[src/rtl/alu_exec_stage.sv]
// ALU execute stage: computes one op per accepted upstream transfer and queues
// the result, flags and destination tag in a 2-entry buffer toward MEM.
module alu_exec_stage #(
    parameter int WIDTH = 32,
    parameter int REGW  = 5
) (
    input  logic             clk,
    input  logic             reset,
    input  logic             flush,
    input  logic             in_valid,
    output logic             in_ready,
    input  logic [3:0]       ALUctrlop,
    input  logic [WIDTH-1:0] opA,
    input  logic [WIDTH-1:0] opB,
    input  logic [REGW-1:0]  in_rd,
    output logic             out_valid,
    input  logic             out_ready,
    output logic [WIDTH-1:0] out_result,
    output logic             out_zero,
    output logic             out_ovf,
    output logic             out_illegal,
    output logic [REGW-1:0]  out_rd
);

    localparam logic [3:0] OP_AND = 4'b0000;
    localparam logic [3:0] OP_OR  = 4'b0001;
    localparam logic [3:0] OP_ADD = 4'b0010;
    localparam logic [3:0] OP_SUB = 4'b0110;
    localparam logic [3:0] OP_SLT = 4'b0111;
    localparam logic [3:0] OP_NOR = 4'b1100;

    typedef struct packed {
        logic [WIDTH-1:0] result;
        logic             zero;
        logic             ovf;
        logic             illegal;
        logic [REGW-1:0]  rd;
    } entry_t;

    entry_t           new_e;
    entry_t           e0;
    entry_t           e1;
    entry_t           head;
    logic [1:0]       count;
    logic [WIDTH-1:0] sum;
    logic [WIDTH-1:0] diff;
    logic             push;
    logic             pop;

    always_comb begin
        sum   = opA + opB;
        diff  = opA - opB;
        new_e = '0;
        case (ALUctrlop)
            OP_AND: new_e.result = opA & opB;
            OP_OR:  new_e.result = opA | opB;
            OP_ADD: begin
                new_e.result = sum;
                new_e.ovf    = (opA[WIDTH-1] == opB[WIDTH-1]) && (sum[WIDTH-1] != opA[WIDTH-1]);
            end
            OP_SUB: begin
                new_e.result = diff;
                new_e.ovf    = (opA[WIDTH-1] != opB[WIDTH-1]) && (diff[WIDTH-1] != opA[WIDTH-1]);
            end
            OP_SLT: new_e.result = {{(WIDTH-1){1'b0}}, ($signed(opA) < $signed(opB))};
            OP_NOR: new_e.result = ~(opA | opB);
            default: new_e.illegal = 1'b1;
        endcase
        new_e.zero = (new_e.result == '0);
        new_e.rd   = in_rd;
    end

    // Handshake: a transfer happens on an edge where valid && ready are both 1.
    // in_ready depends on buffer occupancy only, never on out_ready.
    assign in_ready  = (count != 2'd2);
    assign out_valid = (count != 2'd0);
    assign push      = in_valid && in_ready;
    assign pop       = out_valid && out_ready;

    always_ff @(posedge clk or posedge reset) begin
        if (reset) begin
            count <= 2'd0;
            e0    <= '0;
            e1    <= '0;
        end else if (flush) begin
            count <= 2'd0;
        end else if (push && pop) begin
            // Only reachable with one entry: the new op replaces the head.
            e0 <= new_e;
        end else if (push) begin
            if (count == 2'd0) e0 <= new_e;
            else               e1 <= new_e;
            count <= count + 2'd1;
        end else if (pop) begin
            e0    <= e1;
            count <= count - 2'd1;
        end
    end

    // Stale entry contents stay hidden behind out_valid.
    assign head        = out_valid ? e0 : '0;
    assign out_result  = head.result;
    assign out_zero    = head.zero;
    assign out_ovf     = head.ovf;
    assign out_illegal = head.illegal;
    assign out_rd      = head.rd;

endmodule

[config.mk]
export PLATFORM = sky130hd
export DESIGN_NAME = alu_exec_stage
export DESIGN_NICKNAME = d
export VERILOG_FILES = /design/src/rtl/alu_exec_stage.sv
export SDC_FILE = /design/constraint.sdc
export NUM_CORES = 1
export LEC_CHECK = 0
export CAP_MARGIN = 20
export CORE_UTILIZATION = 30
export CTS_CLUSTER_DIAMETER = 60
export CTS_CLUSTER_SIZE = 10
export DETAILED_ROUTE_END_ITERATION = 8
export GPL_ROUTABILITY_DRIVEN = 0
export PLACE_DENSITY = 0.47
export SKIP_CTS_REPAIR_TIMING = 1
export SLEW_MARGIN = 20
export SYNTH_ARGS = -nofsm -noshare
export SYNTH_HDL_FRONTEND = slang
export SYNTH_SLANG_ARGS = --single-unit
[constraint.sdc]
create_clock -name clk -period 2.3 [get_ports clk]
set_input_delay 0.23 -clock clk [delete_from_list [all_inputs] [get_ports clk]]
set_output_delay 0.23 -clock clk [all_outputs]
set_load 0.005 [all_outputs]
; Yosys cells after proc, flatten, opt, wreduce, memory -nomap -nowiden
; Index checks and enable logic that the tools add are counted.
; W data, S select, Z words.
[op_classes]
magnitude_cmp = 1
reduce_logical = 15
n_bitwise = 6
muxes = 12
addsub = 4
eq_ne = 12
[ops]
columns = op, count
row1 = $mux W40, 5
row2 = $pmux W32 S6, 1
row3 = $add A32 B32 Y32, 1
row4 = $and A32 B32 Y32, 1
row5 = $logic_not A32 Y1, 1
row6 = $lt A32 B32 Y1, 1
row7 = $not A32 Y32, 1
row8 = $or A32 B32 Y32, 1
row9 = $sub A32 B32 Y32, 1
row10 = $eq A4 B3 Y1 const B, 2
row11 = $mux W2, 4
row12 = $reduce_bool A3 Y1, 2
row13 = $reduce_or A6 Y1, 1
row14 = $logic_and A1 B1 Y1, 5
row15 = $eq A4 B1 Y1 const B, 1
row16 = $eq A4 B2 Y1 const B, 1
row17 = $eq A4 B4 Y1 const B, 1
row18 = $logic_not A4 Y1, 1
row19 = $ne A2 B2 Y1 const B, 2
row20 = $reduce_and A4 Y1, 1
row21 = $ne A1 B1 Y1, 3
row22 = $ne A3 B1 Y1 const B, 1
row23 = $not A1 Y1, 3
row24 = $reduce_and A3 Y1, 1
row25 = other kinds (8), 8
[word_totals]
reg_bits = 82
out_inout_bits = 42
wordCells = 61

; Logic depth before layout (Yosys ltp)
; Gate-level depths: netlist of the first run.
[logic_depth]
depth_word = 7
ltp_mapped = 15

; Least setup slack after synthesis of the first run
; Ideal clock, no wire load.
[synth_path]
kind = input to register
from = input opA[0]
to = register e0[7] in the netlist's numbering
n_path_buf = 0
arrival_ps = 3042
path_stages = 13
setup_slack_ps = -834
setup_ps = 92
path_cell_list = ha_1 -> fa_1 -> a21o_1 -> a221o_1 -> a221oi_2 -> o21ba_2 -> o21bai_1 -> a221o_1 -> a21boi_0 -> nand4_1 -> nor4_1 -> nand2_1 -> o31ai_2
[synth_via]
elab_chain_len = 7
word_cells_on_any_way = 11
cone_classes = add/sub (2) / order compare (1) / mux (4) / bitwise (3) / reduce/logical (1)
[synth_rtl]
columns = item, line_no
row1 = from (decl), 13  ; input logic [WIDTH-1:0] opA,
row2 = branches (longest 2 deep; another with $sub A32 B32 Y32), n/a
row3 = $pmux W32 S6 *, 54  ; case (ALUctrlop)
row4 = $logic_not A32 Y1 *, 69  ; new_e.zero = (new_e.result == '0);
row5 = $mux W40, 91  ; if (count == 2'd0) e0 <= new_e;
row6 = $mux W40, 90  ; end else if (push) begin
row7 = $mux W40 *, 87  ; end else if (push && pop) begin
row8 = to (signal assigned), 89  ; e0 <= new_e;
row9 = to (signal assigned), 91
row10 = to (decl), 41  ; entry_t e0;
; Every way passes the cells marked *. The select of a mux whose other input is x is not followed.
; A chain may end at the register's enable or synchronous reset.

; Final worst setup path of the first run
[layout_path]
from = input opB[1]
to = register e0[7] in the netlist's numbering
[layout_via]
elab_chain_len = 7
word_cells_on_any_way = 11
cone_classes = add/sub (2) / order compare (1) / mux (4) / bitwise (3) / reduce/logical (1)
[layout_rtl]
columns = item, line_no
row1 = from (decl), 14  ; input logic [WIDTH-1:0] opB,
row2 = branches (longest 2 deep; another with $sub A32 B32 Y32), n/a
row3 = $pmux W32 S6 *, 54
row4 = $logic_not A32 Y1 *, 69
row5 = $mux W40, 91
row6 = $mux W40, 90
row7 = $mux W40 *, 87
; Marks and branches as above.

==> flow_results.xml, run 1 <==
<?xml version="1.0" encoding="UTF-8"?>
<metrics>
  <group name="synth">
    <metric name="postSynth.asyncResetShare" unit="%">100</metric>
    <metric name="synth_flop_cell" unit="">sky130_fd_sc_hd__dfrtp_1</metric>
    <metric name="synthXorXnorAreaFrac" unit="%">1.26</metric>
    <metric name="post_synth_mux_area_share" unit="%">3.03</metric>
    <metric name="avg_synthesized_cell_area" unit="um2">7.36</metric>
    <metric name="synth_compound_gate_area_share" unit="%">28.2</metric>
    <metric name="synth-edff-count" unit="">0</metric>
    <metric name="synth-simple-area-share" unit="%">24.4</metric>
    <metric name="ys_seq_area_share" unit="%">21.1</metric>
    <metric name="largest_family_of_logic_cells_by_synthesized_area" unit="">compound AO/OA/AOI/OAI gates</metric>
    <metric name="mappedNetlistNets" unit="">1498</metric>
    <metric name="number_of_distinct_library_cells_after_synthesis" unit="">91</metric>
    <metric name="synth_warnings" unit="">0</metric>
    <metric name="post_synth_instance_area" unit="mm2">0.00972</metric>
    <metric name="yosys_register_bits" unit="">82</metric>
    <metric name="syn_inst" unit="">1320</metric>
    <metric name="arithmetic_cell_share_of_the_synthesized_area_counting_full_adders_half_adders_and_majority_gates" unit="%">13.0</metric>
  </group>
  <group name="global_routing">
    <metric name="grt_pass1_vias" unit="">10893</metric>
    <metric name="grt_max_degree" unit="">83</metric>
    <metric name="global_route.usage.total" unit="%">22.6</metric>
    <metric name="grt_pass1_wl" unit="um">59300</metric>
    <metric name="number_of_antenna_violations_at_the_first_check_in_global_routing" unit="">0</metric>
    <metric name="global_route.overflow_total" unit="">0</metric>
  </group>
  <group name="critical_path">
    <metric name="start_kind" unit="">input pin</metric>
    <metric name="critical_path_arrival" unit="ps">3510</metric>
    <metric name="worstSetupPathType" unit="">input pin to register</metric>
    <metric name="end_kind" unit="">register</metric>
    <metric name="cp_data_required_time" unit="ps">2540</metric>
    <metric name="critPathMaxFanout" unit="">4</metric>
  </group>
  <group name="finish">
    <metric name="design_area" unit="mm2">0.0167</metric>
    <metric name="areaGrowthSynthToFinish" unit="%">72.2</metric>
    <metric name="drive_gt1_share" unit="%">43.2</metric>
    <metric name="postLayoutCoreUtil" unit="%">52.8</metric>
    <metric name="layout.nets" unit="">1996</metric>
    <metric name="count_of_non_filler_cells_in_the_finished_layout" unit="">2225</metric>
    <metric name="antenna_cells" unit="">0</metric>
  </group>
  <group name="sta">
    <metric name="final.setup.worst_slack" unit="ps">-964</metric>
    <metric name="rsz_0062_raised_after_global_routing" unit="">yes</metric>
    <metric name="final.min_clock_period" unit="ps">3260</metric>
    <metric name="max_slew.worst_pin.slew" unit="ps">661</metric>
    <metric name="fin_skew" unit="ps">8.06</metric>
    <metric name="maxSlewViolCount" unit="">0</metric>
    <metric name="max_slew_headroom" unit="%">55.9</metric>
    <metric name="clock.fmax" unit="MHz">306</metric>
    <metric name="report.final.hold_viol_count" unit="">0</metric>
    <metric name="setup_viol" unit="">57</metric>
    <metric name="min_period_over_period" unit="%">142</metric>
  </group>
  <group name="route">
    <metric name="detail_route.drc_violations" unit="">0</metric>
    <metric name="detail_route.wl_per_cell" unit="um">17.7</metric>
    <metric name="drt_first_pass_iters" unit="">5</metric>
    <metric name="via_count" unit="">11497</metric>
    <metric name="final_routed_wirelength" unit="um">39500</metric>
    <metric name="drt-initial-drc-count" unit="">789</metric>
    <metric name="antenna_left" unit="">0</metric>
    <metric name="route.detailed.vias_per_inst" unit="">5.17</metric>
  </group>
  <group name="clock_tree">
    <metric name="cts-buffers-inserted" unit="">9</metric>
    <metric name="cts_num_sinks" unit="">82</metric>
    <metric name="clk_pin_slew_worst_paths" unit="ps">60</metric>
    <metric name="clock_insertion_delay_worst_skew" unit="ps">330</metric>
    <metric name="tritoncts" unit="">built</metric>
    <metric name="clock_path_buffers" unit="">2</metric>
    <metric name="clock_tree.htree_level_count" unit="">3</metric>
    <metric name="ctsRootBufferMaster" unit="">sky130_fd_sc_hd__clkbuf_16</metric>
  </group>
  <group name="place">
    <metric name="pre_cts_ws" unit="ps">-1830</metric>
    <metric name="placedCellCount" unit="">2163</metric>
    <metric name="placement.cell_area" unit="mm2">0.0143</metric>
    <metric name="place.detailed.hpwl" unit="um">30800</metric>
    <metric name="port_buffers" unit="">119</metric>
  </group>
  <group name="power">
    <metric name="power_per_cell_area" unit="mW/mm2">426</metric>
    <metric name="p_leak" unit="nW">7.74</metric>
    <metric name="vdd_drop_max" unit="mV">0.384</metric>
  </group>
  <group name="floorplanning">
    <metric name="chipHeight" unit="um">182</metric>
    <metric name="floorplan.core_area" unit="mm2">0.0317</metric>
    <metric name="die_width" unit="um">182</metric>
    <metric name="fp-row-count" unit="">65</metric>
    <metric name="io_pins" unit="">120</metric>
    <metric name="overall_die_area" unit="mm2">0.0331</metric>
    <metric name="initial_core_util" unit="%">30.6</metric>
  </group>
  <group name="run_status">
    <metric name="status" unit="">finished, violations left</metric>
    <metric name="violated_checks" unit="">setup timing</metric>
  </group>
  <group name="job">
    <metric name="drv.max_cap_violation_count" unit="">0</metric>
  </group>
  <group name="worst_hold_path">
    <metric name="hp-class" unit="">input pin to async pin</metric>
  </group>
</metrics>
-- layout make-up --
| cell class | instances | area, um2 |
|---|---|---|
| fill | 2992 | 15000 |
| multi-input combinational | 1050 | 8540 |
| timing repair buffer | 572 | 4950 |
| sequential | 82 | 2050 |
| tap | 402 | 503 |
| inverter | 103 | 397 |
| clock buffer | 10 | 239 |
| clock inverter | 6 | 50.0 |
-- per-layer routing --
| layer | wire [um] | global-route usage [%] | share of wire [%] |
|---|---|---|---|
| met1 | 18200 | 30.3 | 46 |
| met2 | 18900 | 37.4 | 48 |
| met3 | 1440 | 2.85 | 3.6 |
| met4 | 967 | 7.29 | 2.5 |
| met5 | 0 | 0 | 0 |
-- state kept, by name, summed over array words and instances (netlist names) --
register  flops
e1           40
count         2
e0           40
-- through the flow --
step	hold slack (ps)	power (mW)	TNS, ps
detailed placement	462	5.05	-76000
floorplan	296	3.49	-9380
finish	335	7.13	-24300
CTS	385	6.45	-53480
global placement	454	5.01	-74660
global route	403	7.58	-29520
-- cells in the final DEF (no fill, tap or decap), drive strengths merged, types with 19 or more instances in the layout --
cell / instances
nor2b: 61
buf: 456
a21oi: 98
a211oi: 19
nand2: 181
dlymetal6s2s: 44
o21ai: 125
inv: 103
clkdlybuf4s50: 72
nand3: 22
nor4: 19
nor2: 113
ha: 98
dfrtp: 82
mux2i: 26
-- worst max-delay path: stages --
cell and delay, ps:
sky130_fd_sc_hd__buf_8 80, sky130_fd_sc_hd__clkinvlp_4 110, sky130_fd_sc_hd__ha_4 260, sky130_fd_sc_hd__o21ba_4 190, sky130_fd_sc_hd__or4_4 580, sky130_fd_sc_hd__a211oi_4 360
sky130_fd_sc_hd__o21ai_1 100, sky130_fd_sc_hd__a32oi_1 250, sky130_fd_sc_hd__xnor2_1 120, sky130_fd_sc_hd__a221oi_2 340, sky130_fd_sc_hd__buf_4 190, sky130_fd_sc_hd__nand4_1 120
sky130_fd_sc_hd__nor4_2 240, sky130_fd_sc_hd__nand2_1 120, sky130_fd_sc_hd__o31ai_2 210
-- power breakdown --
part	internal, mW	total [mW]	switching [mW]
Sequential	1.74	1.90	0.159
Clock	0.772	1.37	0.599
Combinational	1.93	3.86	1.92
Total	4.44	7.13	2.68
-- synthesized netlist by cell type, drive strengths merged, types with 13 or more instances --
master / count / area share [%]
a211oi: 19 / 1.6
o31ai: 16 / 1.3
mux2i: 26 / 2.7
nor3: 17 / 0.88
inv: 103 / 4.0
nor2b: 61 / 3.9
dfrtp: 82 / 21
nand2: 181 / 7.0
nand3: 22 / 1.1
o211ai: 15 / 1.2
ha: 98 / 13
buf: 16 / 1.4
clkbuf: 68 / 3.6
o21ai: 125 / 6.5
a21oi: 98 / 5.1
nor4: 19 / 1.2
xnor2: 13 / 1.2
nor2: 113 / 4.4
a221oi: 18 / 1.8
-- kinds of logic (layout without fill, tap and decap cells) --
kind of cell | count (synthesis) | after routing
DFF | 82 | 82
muxes | 28 | 28
xor gates and xnor gates | 14 | 14
buffers and inverters | 188 | 691
and+or+nand+nor | 493 | 493
AOI/OAI and AO/OA | 415 | 415
adders and majority gates | 100 | 100
-- path summary, 6_finish.rpt --
check | from | to | slack (ps) | cells past startpoint
min | reset | e0[1] | 330 | 3
min in group clk | in_rd[3] | e1[3] | 460 | 3
max | opB[1] | e0[7] | -960 | 15
max in group asynchronous | reset | e0[23] | 1570 | 3
min reg2reg | e0[4] | e0[4] | 470 | 2
max reg2reg | count[0] | e0[7] | 480 | 9
(Power assumes the default switching activity.)
==> inputs of run 2 (changes only) <==
--- a/config.mk
+++ b/config.mk
@@ -12,6 +12,7 @@
 export DETAILED_ROUTE_END_ITERATION = 8
 export GPL_ROUTABILITY_DRIVEN = 0
 export PLACE_DENSITY = 0.47
+export RECOVER_POWER = 100
 export SKIP_CTS_REPAIR_TIMING = 1
 export SLEW_MARGIN = 20
 export SYNTH_ARGS = -nofsm -noshare
==> flow_results.xml, run 2 (synthesized netlist as in run 1, its figures left out) <==
<?xml version="1.0" encoding="UTF-8"?>
<metrics>
  <group name="place">
    <metric name="port_buffers" unit="">119</metric>
    <metric name="pre_cts_ws" unit="ps">-1830</metric>
    <metric name="place.detailed.hpwl" unit="um">30800</metric>
  </group>
  <group name="sta">
    <metric name="final.min_clock_period" unit="ps">3250</metric>
    <metric name="max_slew.worst_pin.slew" unit="ps">1160</metric>
    <metric name="min_period_over_period" unit="%">141</metric>
    <metric name="final.setup.worst_slack" unit="ps">-953</metric>
    <metric name="report.final.hold_viol_count" unit="">0</metric>
    <metric name="clock.fmax" unit="MHz">307</metric>
    <metric name="final_layout_worst_hold_slack" unit="ps">464</metric>
    <metric name="fin_skew" unit="ps">8.74</metric>
    <metric name="fin_tns_setup" unit="ps">-24820</metric>
    <metric name="setup_viol" unit="">57</metric>
    <metric name="rsz_0062_raised_after_global_routing" unit="">yes</metric>
    <metric name="maxSlewViolCount" unit="">0</metric>
    <metric name="max_slew_headroom" unit="%">22.9</metric>
  </group>
  <group name="finish">
    <metric name="postLayoutCoreUtil" unit="%">52.6</metric>
    <metric name="areaGrowthSynthToFinish" unit="%">71.7</metric>
    <metric name="commonest_cells_after_routing_fill_and_taps_aside" unit="">406 x sky130_fd_sc_hd__buf_4, 167 x sky130_fd_sc_hd__nand2_1, 93 x sky130_fd_sc_hd__nor2_1</metric>
    <metric name="layout.cells.most_common" unit="">sky130_fd_sc_hd__buf_4</metric>
    <metric name="antenna_cells" unit="">0</metric>
    <metric name="drive_gt1_share" unit="%">43.0</metric>
    <metric name="reg_top3" unit="">e0 x40, e1 x40, count x2</metric>
    <metric name="layout.nets" unit="">1996</metric>
  </group>
  <group name="power">
    <metric name="clock_group_share_of_total_power" unit="%">19.3</metric>
    <metric name="combinationalPowerShare" unit="%">54.0</metric>
    <metric name="power_per_cell_area" unit="mW/mm2">425</metric>
    <metric name="p_leak" unit="nW">7.79</metric>
    <metric name="sw_frac_of_total" unit="%">37.7</metric>
    <metric name="p_seq_share" unit="%">26.7</metric>
    <metric name="power.net_switching" unit="mW">2.68</metric>
    <metric name="internal_power" unit="mW">4.42</metric>
    <metric name="vdd_drop_max" unit="mV">0.384</metric>
  </group>
  <group name="critical_path">
    <metric name="cp_data_required_time" unit="ps">2540</metric>
    <metric name="start_kind" unit="">input pin</metric>
    <metric name="worstSetupPathType" unit="">input pin to register</metric>
    <metric name="crit_slowest_cell" unit="">sky130_fd_sc_hd__or4_4</metric>
    <metric name="timing.reg2reg.worst_path_depth" unit="">9</metric>
    <metric name="regToRegEndpoint" unit="">e0[7]</metric>
    <metric name="critical_path.max_stage_delay" unit="ps">580</metric>
    <metric name="end_kind" unit="">register</metric>
    <metric name="critPathMaxFanout" unit="">4</metric>
    <metric name="setup.reg_to_reg.worst_slack" unit="ps">340</metric>
    <metric name="critical_path_arrival" unit="ps">3500</metric>
    <metric name="path_cells" unit="">buf_8 -&gt; clkinvlp_4 -&gt; ha_4 -&gt; o21ba_4 -&gt; or4_4 -&gt; a211oi_4 -&gt; o21ai_1 -&gt; a32oi_1 -&gt; xnor2_1 -&gt; a221oi_2 -&gt; buf_4 -&gt; nand4_1 -&gt; nor4_2 -&gt; nand2_1 -&gt; o31ai_2</metric>
    <metric name="worst_r2r_startpoint" unit="">count[0]</metric>
  </group>
  <group name="floorplanning">
    <metric name="initial_core_util" unit="%">30.6</metric>
    <metric name="io_pins" unit="">120</metric>
    <metric name="fp-row-count" unit="">65</metric>
    <metric name="floorplan.core_area" unit="mm2">0.0317</metric>
    <metric name="overall_die_area" unit="mm2">0.0331</metric>
    <metric name="chipHeight" unit="um">182</metric>
    <metric name="die_width" unit="um">182</metric>
  </group>
  <group name="clock_tree">
    <metric name="cts_num_sinks" unit="">82</metric>
    <metric name="cts-buffers-inserted" unit="">9</metric>
    <metric name="clock_tree.htree_level_count" unit="">3</metric>
    <metric name="clock_path_buffers" unit="">2</metric>
    <metric name="ctsRootBufferMaster" unit="">sky130_fd_sc_hd__clkbuf_16</metric>
    <metric name="clock_insertion_delay_worst_skew" unit="ps">330</metric>
    <metric name="clk_pin_slew_worst_paths" unit="ps">60</metric>
    <metric name="tritoncts" unit="">built</metric>
  </group>
  <group name="route">
    <metric name="drt_first_pass_iters" unit="">5</metric>
    <metric name="antenna_left" unit="">0</metric>
    <metric name="via_count" unit="">11569</metric>
    <metric name="route.detailed.vias_per_inst" unit="">5.20</metric>
    <metric name="detail_route.drc_violations" unit="">0</metric>
    <metric name="detail_route.wl_per_cell" unit="um">17.7</metric>
    <metric name="drt-initial-drc-count" unit="">764</metric>
    <metric name="final_routed_wirelength" unit="um">39500</metric>
  </group>
  <group name="run_status">
    <metric name="status" unit="">finished, violations left</metric>
    <metric name="violated_checks" unit="">setup timing</metric>
  </group>
  <group name="global_routing">
    <metric name="global_route.usage.total" unit="%">22.6</metric>
    <metric name="number_of_antenna_violations_at_the_first_check_in_global_routing" unit="">0</metric>
    <metric name="grt_pass1_wl" unit="um">59300</metric>
    <metric name="grt_max_degree" unit="">83</metric>
    <metric name="global_route.overflow_total" unit="">0</metric>
    <metric name="grt_pass1_vias" unit="">10893</metric>
  </group>
  <group name="worst_hold_path">
    <metric name="min_delay_path_depth" unit="">3</metric>
    <metric name="hp-start" unit="">in_rd[3]</metric>
    <metric name="hp-class" unit="">input pin to register</metric>
    <metric name="worst_hold_path.endpoint" unit="">e1[3]</metric>
  </group>
  <group name="job">
    <metric name="drv.max_cap_violation_count" unit="">0</metric>
  </group>
</metrics>
-- run 2: cell types whose count changed in the layout (fill, tap and decap cells not counted), moves of 2 or more --
cell                              previous run  this run
sky130_fd_sc_hd__clkdlybuf4s50_1            72        48
sky130_fd_sc_hd__dlygate4sd3_1               0        24
sky130_fd_sc_hd__buf_4                     411       406
sky130_fd_sc_hd__nor2_1                     91        93
sky130_fd_sc_hd__clkbuf_4                    0         4
-- run 2: worst max-delay path by stage --
stage / startpoint / endpoint / slack [ps]
final: opB[1] / e0[7] / -950
after floorplan: opB[1] / e0[6] / -740
after global placement: opA[10] / e0[7] / -1840
after CTS: opA[10] / e0[7] / -1500
after global routing: ALUctrlop[0] / e0[7] / -1140
after detailed placement: opA[10] / e0[7] / -1830
-- run 2: worst max-delay path, delay by kind of cell --
family	cells	cell delay, ps
compound gates	6	1450
fa+ha+maj	1	260
simple gates	4	1060
xor+xnor	1	120
buf+inv	3	380
-- run 2: metal layers --
metal | up-vias | global-route usage (%) | wire length [um]
met5 | - | 0 | 0
met3 | 76 | 2.85 | 1630
li1 | 5693 | - | -
met2 | 305 | 37.4 | 18900
met1 | 5495 | 30.3 | 18000
met4 | 0 | 7.29 | 1000
-- run 2: per-stage QoR --
step | total power, mW | area [um2] | std cells
finish | 7.10 | 16700 | 2225
global route | 7.56 | 16700 | 2225
CTS | 6.45 | 14600 | 2179
detailed placement | 5.05 | 14300 | 2163
global placement | 5.01 | 14300 | 2163
floorplan | 3.49 | 9940 | 1320
-- run 2: power groups by stage --
stage          Sequential [mW]  Combinational [mW]  Clock, mW
2_1_floorplan             1.87                1.62          0
3_3_place_gp              1.90                3.11          0
3_5_place_dp              1.91                3.14          0
4_1_cts                   1.89                3.15       1.41
5_1_grt                   1.94                4.15       1.47
6_report                  1.90                3.83       1.37
-- run 2: final cells by class --
class / instances / area, um2
timing repair buffer: 572 / 4940
sequential: 82 / 2050
fill: 2998 / 15000
multi-input combinational: 1050 / 8520
inverter: 103 / 397
tap: 402 / 503
clock buffer: 10 / 239
clock inverter: 6 / 50.0
==> RTL change: new RTL, config.mk and constraints of run 2 <==
Put a register stage on the output `out_ovf`, cleared by the reset. The value now appears one clock later. The other outputs are not delayed to match.
--- a/src/rtl/alu_exec_stage.sv
+++ b/src/rtl/alu_exec_stage.sv
@@ -103,3 +103,9 @@
     assign out_zero    = head.zero;
-    assign out_ovf     = head.ovf;
+    always_ff @(posedge clk or posedge reset) begin
+        if (reset) begin
+            out_ovf <= '0;
+        end else begin
+            out_ovf <= head.ovf;
+        end
+    end
     assign out_illegal = head.illegal;
Behaviour: not the same (Yosys sat finds a counterexample within 4 cycles, from zero or initial values and one cycle with reset high).
==> RTL change against run 2 <==
- the flow still finishes with violations (setup timing)
- clock skew shrank 0.0031 ns
- worst setup slack lost 0.13 ns
- area after synthesis grew 3.1%
- via count is essentially flat
- sequential cell count grew 1
- maximum frequency shrank 3.9%
- clock power grew 11%
- first-iteration DRC count shrank 10%
- non-clock buffer count grew 6
- power grew 1.9%
- die area grew 3.1%
- design area shrank 0.66%
- routed wire length grew 0.55%
- critical endpoint unchanged
==> RTL change: results (changes against run 2) <==
Power
The static leakage was 7.68 nW (was 7.79 nW).

Layout
The fraction of layout instances using a drive strength above 1 is 41.4% (was 43.0%). The number of inserted filler cells in the final layout is 3185 (was 2998). The sequential cell area in the final layout came to 2080 um2 (was 2050 um2).

Critical path
The delay of the slowest cell on the worst path came to 0.44 ns (was 0.58 ns). The signal arrival time at the worst endpoint is 3.63 ns (was 3.50 ns). The flop-to-flop setup slack is 0.14 ns (was 0.34 ns). The critical-path maximum fanout came to 3 (was 4).

Yosys
The average cell area after synthesis is 7.38 um2 (was 7.36 um2). The portion of the post-synthesis area used by sequential elements is 20.7% (was 21.1%). The total nets after synthesis is 1536 (was 1498).

Place
The placed standard-cell area is 14300 um2 (about the same).

GRT
The global-route usage over all layers is 22.1% (was 22.6%). The via count of the first global-routing pass was 10700 (was 10900). The wire length of the first global-routing pass is 59000 um (was 59300 um).

The pin count of the biggest net entering global routing is 71 (was 83).

STA
The worst setup skew after layout is 0.00560 ns (was 0.00874 ns). The worst path setup slack after routing is -1.09 ns (was -0.953 ns). The final count of negative-setup-slack endpoints is 82 (was 57). The smallest hold slack is 0.395 ns (was 0.464 ns).

Run status
Failing checks: setup timing (unchanged). Status: finished with violations (unchanged).

Hold path
The class of the most critical hold timing path is primary input to async pin (was primary input to flop).

Routing
The iteration-0 DRC count of the detailed router is 685 (was 764). The detailed-route via count was 11600 (about the same).
-- RTL change: cell count changes after synthesis, sizes merged --
cell	run 2	this run
dfrtp	82	83
buf	16	53
-- RTL change: cell families (layout without fill, tap and decap cells) --
family          Yosys count  after routing  synth area share [%]
buf+inv                 225            696                  11.5
flops                    83             83                  20.7
compound gates          415            415                  27.4
fa+ha+maj               100            100                  12.6
simple gates            493            493                  23.6
xor+xnor                 14             14                  1.22
mux                      28             28                  2.93
-- RTL change: per-layer routing --
layer / vias up / global-route usage (%) / part of all wire (%)
li1: 5695 / - / -
met2: 363 / 36.2 / 47
met5: - / 0 / 0
met3: 66 / 2.06 / 4.9
met4: 0 / 7.11 / 3.2
met1: 5452 / 30.5 / 45
-- RTL change: worst paths after layout --
| kind | startpoint | depth (start not counted) | end |
|---|---|---|---|
| max | opB[0] | 16 | e0[7]$_DFFE_PP0P_ |
| min | reset | 2 | e0[3]$_DFFE_PP0P_ |
| min in group clk | in_rd[2] | 3 | e1[2]$_DFFE_PP0P_ |
| max reg2reg | count[0]$_DFFE_PP0P_ | 4 | e1[14]$_DFFE_PP0P_ |
| max in group asynchronous | reset | 3 | e0[31]$_DFFE_PP0P_ |
| min reg2reg | e0[27]$_DFFE_PP0P_ | 2 | e0[27]$_DFFE_PP0P_ |
-- RTL change: report_power, final --
group / switching (W) / internal (W)
Clock: 0.000546 / 0.000976
Sequential: 0.000160 / 0.00176
Combinational: 0.00191 / 0.00189
-- RTL change: final cells by class --
class / count / share of cell area [%]
Timing Repair Buffer: 578 / 29.4
Sequential cell: 83 / 12.5
Inverter: 103 / 2.38
Tap cell: 442 / 3.34
Multi-Input combinational cell: 1050 / 50.5
Clock buffer: 13 / 1.51
Clock inverter: 2 / 0.362
